[src/rtl/pll_reset_sequencer.sv]
// pll_reset_sequencer: qualifies PLL lock, then releases the peripheral reset before the CPU reset
module pll_reset_sequencer #(
    parameter int SYNC_STAGES        = 2,
    parameter int LOCK_STABLE_CYCLES = 1024,
    parameter int STAGE_GAP_CYCLES   = 16
) (
    input  logic       clk,
    input  logic       rst_n,
    input  logic       pll_locked,
    input  logic       sw_reset_req,
    output logic       periph_rst_n,
    output logic       cpu_rst_n,
    output logic [7:0] lock_loss_count
);
    localparam int SW = LOCK_STABLE_CYCLES > 1 ? $clog2(LOCK_STABLE_CYCLES) : 1;
    localparam int GW = STAGE_GAP_CYCLES > 1 ? $clog2(STAGE_GAP_CYCLES) : 1;
    localparam logic [SW-1:0] STABLE_LAST = SW'(LOCK_STABLE_CYCLES - 1);
    localparam logic [GW-1:0] GAP_LAST = GW'(STAGE_GAP_CYCLES - 1);
    typedef enum logic [1:0] {WAIT_LOCK, PERIPH_UP, RUN, CPU_HOLD} state_t;
    state_t                 state_q, state_d;
    logic [SYNC_STAGES-1:0] sync_q, sync_d;
    logic [SW-1:0]          stable_q, stable_d;
    logic [GW-1:0]          gap_q, gap_d;
    logic                   periph_q, periph_d, cpu_q, cpu_d;
    logic [7:0]             loss_q, loss_d;
    logic                   lock_s;
    assign lock_s          = sync_q[SYNC_STAGES-1];
    assign periph_rst_n    = periph_q;
    assign cpu_rst_n       = cpu_q;
    assign lock_loss_count = loss_q;
    always_comb begin
        sync_d   = {sync_q[SYNC_STAGES-2:0], pll_locked};
        state_d  = state_q;
        stable_d = stable_q;
        gap_d    = gap_q;
        periph_d = periph_q;
        cpu_d    = cpu_q;
        loss_d   = loss_q;
        if (state_q == WAIT_LOCK) begin
            periph_d = 1'b0;
            cpu_d    = 1'b0;
            gap_d    = '0;
            if (!lock_s) begin
                stable_d = '0;
            end else if (stable_q == STABLE_LAST) begin
                state_d  = PERIPH_UP;
                periph_d = 1'b1;
                stable_d = '0;
            end else begin
                stable_d = stable_q + 1'b1;
            end
        end else if (!lock_s) begin
            // lock loss outranks software requests and gap completion
            state_d  = WAIT_LOCK;
            periph_d = 1'b0;
            cpu_d    = 1'b0;
            stable_d = '0;
            loss_d   = (&loss_q) ? loss_q : loss_q + 8'd1;
        end else if (state_q == RUN) begin
            if (sw_reset_req) begin
                state_d = CPU_HOLD;
                cpu_d   = 1'b0;
                gap_d   = '0;
            end
        end else if (gap_q == GAP_LAST) begin
            state_d = RUN;
            cpu_d   = 1'b1;
            gap_d   = '0;
        end else begin
            gap_d = gap_q + 1'b1;
        end
    end
    always_ff @(posedge clk or negedge rst_n) begin
        if (!rst_n) begin
            state_q  <= WAIT_LOCK;
            sync_q   <= '0;
            stable_q <= '0;
            gap_q    <= '0;
            periph_q <= 1'b0;
            cpu_q    <= 1'b0;
            loss_q   <= 8'd0;
        end else begin
            state_q  <= state_d;
            sync_q   <= sync_d;
            stable_q <= stable_d;
            gap_q    <= gap_d;
            periph_q <= periph_d;
            cpu_q    <= cpu_d;
            loss_q   <= loss_d;
        end
    end
endmodule

[config.mk]
export PLATFORM = sky130hd
export DESIGN_NAME = pll_reset_sequencer
export DESIGN_NICKNAME = d
export VERILOG_FILES = /design/src/rtl/pll_reset_sequencer.sv
export SDC_FILE = /design/constraint.sdc
export NUM_CORES = 1
export LEC_CHECK = 0
export ABC_AREA = 1
export CELL_PAD_IN_SITES_DETAIL_PLACEMENT = 1
export CELL_PAD_IN_SITES_GLOBAL_PLACEMENT = 1
export CORE_ASPECT_RATIO = 1.4
export CORE_UTILIZATION = 37
export DETAILED_ROUTE_END_ITERATION = 6
export PLACE_DENSITY = 0.85
export SLEW_MARGIN = 25
export SYNTH_ARGS = -nofsm -noshare
export SYNTH_HDL_FRONTEND = slang
export SYNTH_SLANG_ARGS = --single-unit
[constraint.sdc]
create_clock -name clk -period 1.4 [get_ports clk]
set_clock_uncertainty 0.2 [all_clocks]
set_input_delay 0.14 -clock clk [delete_from_list [all_inputs] [get_ports clk]]
set_output_delay 0.14 -clock clk [all_outputs]
set_load 0.01 [all_outputs]
### Word level (Yosys, flattened, before mapping)

Index checks and enable logic that the tools add are counted.

| storage, ports and cells | value |
|---|---|
| register bits | 28 |
| bits of input ports | 4 |
| output and inout bits | 10 |

| cells by class | value |
|---|---|
| $add $sub $neg | 3 |
| eq/ne operators | 9 |
| multiplexer cells | 25 |
| bitwise gates (word level) | 3 |
| reduce and logical (&&, ||, !) cells | 7 |

Operators with widths:

| operator | count |
|---|---|
| $mux W10 | 4 |
| $mux W4 | 5 |
| $mux W2 | 7 |
| $add A10 B1 Y10 const B | 1 |
| $eq A10 B10 Y1 const B | 1 |
| $mux W1 | 9 |
| $add A8 B1 Y8 const B | 1 |
| $reduce_and A8 Y1 | 1 |
| $add A4 B1 Y4 const B | 1 |
| $eq A4 B4 Y1 const B | 1 |
| $ne A2 B1 Y1 const B | 2 |
| $ne A4 B1 Y1 const B | 1 |
| $ne A4 B4 Y1 const B | 1 |
| $reduce_and A2 Y1 | 2 |
| $reduce_and A4 Y1 | 1 |
| $ne A3 B3 Y1 const B | 1 |
| $not A1 Y1 | 3 |
| $reduce_and A3 Y1 | 1 |
| $eq A2 B2 Y1 const B | 1 |
| $logic_not A2 Y1 | 1 |
| $ne A2 B2 Y1 const B | 1 |
| $reduce_bool A2 Y1 | 1 |

### Longest topological paths before layout

| logic depth | value |
|---|---|
| depth after elaboration | 5 |
| mapped depth | 9 |
| depth with buffers taken out | 9 |

### Worst setup path before layout

No wires, ideal clock.

| timing | value |
|---|---|
| kind | flip-flop to flip-flop |
| from | register loss_q[1] (netlist: lock_loss_count[1]) |
| to | register loss_q[0] (netlist: lock_loss_count[0]) |
| library setup time | 0.079 ns |
| data arrival time | 1.179 ns |
| slack | -0.058 ns |
| cell stages (with the launch flop) | 7 |
| cell sequence | dfrtp_1 > ha_1 > nand3_2 > nor2_4 > nand2_1 > nand2_2 > xor2_1 |

| on the way | value |
|---|---|
| word-level cells in the longest chain between the ends | 3 |

Ends and longest elaborated chain:

| what | line | source |
|---|---|---|
| start: declaration | 25 | `logic [7:0] loss_q, loss_d;` |
| start signal: assignment | 89 | `loss_q <= loss_d;` |
| $reduce_and A8 Y1 | 58 | `loss_d = (&loss_q) ? loss_q : loss_q + 8'd1;` |
| $not A1 Y1 (no line) | - |  |
| $reduce_and A3 Y1 (no line) | - |  |

Every way passes these cells.
A chain may end at the register's enable or synchronous reset.

### Worst setup path in the final report

| timing | value |
|---|---|
| from | register loss_q[0] (netlist: lock_loss_count[0]) |
| to | register loss_q[7] (netlist: lock_loss_count[7]) |

| on the way | value |
|---|---|
| word-level cells in the longest chain between the ends | 3 |
| elaborated cells on any way between the ends | 4 |
| those cells by class | add/sub (1); bitwise (1); reduce/logical (2) |

Ends and longest elaborated chain:

| what |
|---|
| parallel branches: the longest is 3 deep, another holds $add A8 B1 Y8 |

Parallel ways; which one is timed is not known.

==> qor.json <==
{
  "run_status": {"value": "finished with violations"},
  "violations": {"value": "negative hold slack, negative setup slack"},
  "finalWirelength": {"value": 6.440, "unit": "mm"},
  "htree_levels": {"value": 1},
  "tritoncts_num_sinks": {"value": 28},
  "fin_nets": {"value": 253},
  "floorplan.rows": {"value": 26},
  "first_global_vias": {"value": 1589},
  "clock-root-buffer": {"value": "clkbuf_8"},
  "core_area": {"value": 0.003741, "unit": "mm^2"},
  "hold_path.class": {"value": "input port to async pin"},
  "most-common-layout-cells": {"value": "nand2_1 (53), buf_4 (32), dfrtp_1 (24)"},
  "placed_cells_incl_taps": {"value": 267},
  "synth-seq-cells": {"value": 28},
  "worst-slew-pin-transition": {"value": 273.8, "unit": "ps"},
  "power.static_leakage": {"value": 1.147, "unit": "nW"},
  "drt_first_pass_iters": {"value": 4},
  "timing.max_cap.violations": {"value": 0},
  "max-clock-path-buffers": {"value": 2},
  "yosysSeqAreaShare": {"value": 47.50, "unit": "%"},
  "synth_cells": {"value": 190},
  "layout.filler_cells": {"value": 426},
  "critical_path.slowest_cell": {"value": "dfrtp_1"},
  "path_delay_family": {"value": "flip-flops"},
  "die_height": {"value": 76.71, "unit": "um"},
  "post-route-drc-count": {"value": 0},
  "timing.setup.critical_path_class": {"value": "flip-flop to flip-flop"},
  "fmaxAchievable": {"value": 621.6, "unit": "MHz"},
  "chipWidth": {"value": 55.37, "unit": "um"},
  "post-route-period-util": {"value": 114.9, "unit": "%"},
  "dpl_worst_slack": {"value": -203.8, "unit": "ps"},
  "timing.final.setup_violations": {"value": 26},
  "worstSkewPairLatency": {"value": 300, "unit": "ps"},
  "synth_area_leaders": {"value": "dfrtp_1 (47%), nand2_1 (18%), inv_1 (5.6%)"},
  "fin_ws": {"value": -208.8, "unit": "ps"},
  "grt_antenna_before_repair": {"value": 0},
  "detailroute.via_count": {"value": 1591},
  "global_route.overflow_total": {"value": 0},
  "setup_repair_after_global_routing_missed_its_margin": {"value": "yes"},
  "timing.critical_path.fanout_max": {"value": 8},
  "critical_path.max_stage_delay": {"value": 410, "unit": "ps"},
  "route.antenna.remaining_nets": {"value": 0},
  "final.min_clock_period": {"value": 1609, "unit": "ps"},
  "power.total": {"value": 1.630, "unit": "mW"},
  "critical_path_required": {"value": 1430, "unit": "ps"},
  "first_drt_iteration_drcs": {"value": 78},
  "cts_made_buffers": {"value": 3},
  "ys_warn_count": {"value": 0},
  "start_util": {"value": 39.43, "unit": "%"},
  "wire_length_of_the_first_global_routing_pass": {"value": 7.803, "unit": "mm"},
  "finalHoldWorstSlack": {"value": -11.28, "unit": "ps"},
  "insertedDiodeCount": {"value": 0},
  "timing.critical_path.to_type": {"value": "flip-flop"},
  "detailed_placement_wirelength_estimate": {"value": 2.953, "unit": "mm"},
  "slew_violations": {"value": 0},
  "regArea": {"value": 705.7, "unit": "um^2"},
  "final_common_cell": {"value": "nand2_1"},
  "grt_max_degree": {"value": 29},
  "wire_length_per_cell_after_detailed_routing": {"value": 22.44, "unit": "um"},
  "detail_route.vias_per_cell": {"value": 5.544},
  "cts.clk_slew.worst_paths": {"value": 110, "unit": "ps"},
  "port_buffers": {"value": 13},
  "io_pins": {"value": 14},
  "syn_area": {"value": 0.001475, "unit": "mm^2"},
  "arrival": {"value": 1640, "unit": "ps"},
  "global_route.usage.total": {"value": 23.62, "unit": "%"},
  "power.density": {"value": 699.6, "unit": "mW/mm^2"},
  "crit_path_start_kind": {"value": "flip-flop"},
  "crit_chain": {"value": "buf_6 > ha_4 > nand3_4 > nor2_4 > a21oi_4 > buf_4 > nand2_1 > o21ai_1"},
  "gp_congestion": {"value": 0.8030},
  "finalHoldViolations": {"value": 9},
  "areaGrowthSynthToFinish": {"value": 57.93, "unit": "%"},
  "synth_cell_type_count": {"value": 19},
  "die_area": {"value": 0.004247, "unit": "mm^2"},
  "post-synth-top-area-cell": {"value": "dfrtp_1"},
  "post_synth.cell_area_avg": {"value": 7.764, "unit": "um^2"},
  "buffering_stage_count_on_the_worst_path_with_inverters_included": {"value": 2},
  "yosysTopAreaCellShare": {"value": 47.50, "unit": "%"},
  "multi_input_logic_area": {"value": 970.9, "unit": "um^2"},
  "tritoncts": {"value": "yes"},
  "post_synthesis_net_count": {"value": 197},
  "stdcell_count": {"value": 287},
  "power.ir.vdd_worst": {"value": 895.5, "unit": "uV"},
  "drive_above_1_share": {"value": 44.08, "unit": "%"},
  "hold_buffers": {"value": 0},
  "worst_slew_margin_rel": {"value": 81.71, "unit": "%"}
}
==> cells in the mapped netlist <==
| library cell | instances |
|---|---|
| a21oi_1 | 5 |
| a21oi_4 | 1 |
| and3_1 | 1 |
| dfrtp_1 | 28 |
| ha_1 | 3 |
| inv_1 | 22 |
| inv_2 | 3 |
| nand2_1 | 69 |
| nand2_2 | 2 |
| nand2_4 | 2 |
| nand3_1 | 13 |
| nand3_2 | 1 |
| nand4_1 | 2 |
| nor2_1 | 15 |
| nor2_4 | 2 |
| nor3_1 | 1 |
| o21ai_0 | 12 |
| xnor2_1 | 3 |
| xor2_1 | 5 |
==> worst reg2reg max path, delay by kind of cell, from the launching register on <==
kind / cells / cell delay, ps
fa+ha+maj: 1 / 160
simple gates: 3 / 170
compound gates: 2 / 310
buf+inv: 2 / 290
flops: 1 / 410
==> through the flow <==
step,setup TNS [ps],util [%],area (um^2)
2_1_floorplan,-458.4,-,1480
3_3_place_gp,-612.9,49.20,1841
3_5_place_dp,-2349,49.20,1841
4_1_cts,-1947,55.22,2066
5_1_grt,-3937,62.27,2330
6_report,-2942,62.27,2330
==> layer usage <==
| metal | global-route usage, % | wire (um) | vias up |
|---|---|---|---|
| met2 | 44.94 | 3407 | 43 |
| met5 | 0 | 0 | - |
| li1 | - | - | 701 |
| met4 | 9.000 | 248 | 0 |
| met1 | 26.19 | 2627 | 827 |
| met3 | 2.698 | 157 | 20 |
==> power breakdown <==
part           leakage, nW  internal (mW)  switching (mW)
registers            0.378          0.818          0.0154
logic                0.734         0.0456          0.0630
clock network       0.0357          0.385           0.303
==> path summary, 6_finish.rpt <==
check / end / startpoint / slack, ps / cells after the start
worst max-delay path: lock_loss_count[7] / lock_loss_count[0] / -210 / 8
worst min-delay path: cpu_rst_n / rst_n / -10 / 2
worst max register to register: lock_loss_count[7] / lock_loss_count[0] / -210 / 8
worst min register to register: sync_q[1] / sync_q[0] / 190 / 0
max in group asynchronous: stable_q[4] / rst_n / 820 / 2
min in group clk: sync_q[0] / pll_locked / 80 / 1
==> state kept, by name, indices dropped and copies added, names as in the netlist <==
signal           cells
cpu_rst_n            1
stable_q            10
lock_loss_count      8
sync_q               2
gap_q                4
periph_rst_n         1
state_q              2
==> logic make-up (layout without fill, tap and decap cells) <==
group / Yosys count / count (layout) / synth area share [%]
AOI/OAI and AO/OA: 18 / 18 / 6.870
xor gates and xnor gates: 8 / 8 / 4.750
adders and majority gates: 3 / 3 / 2.545
buffers and inverters: 25 / 80 / 6.361
DFF: 28 / 28 / 47.50
and+or+nand+nor: 108 / 108 / 31.98
==> layout make-up <==
class                      instances  area share, %
timing repair buffer              51          18.58
clock buffer                       3          1.772
clock inverter                     1          1.289
tap                               42          2.256
multi-input combinational        137          41.68
sequential                        28          30.29
inverter                          25          4.135
==> timing repair <==
action | in CTS | in global routing
setup endpoints to repair | 33 | 26
resized for setup | 44 | 66
hold endpoints to repair | 0 | 0
pin swaps | 21 | 26
setup buffers | 11 | 8
No activity file was read; power rests on OpenSTA's default activity.
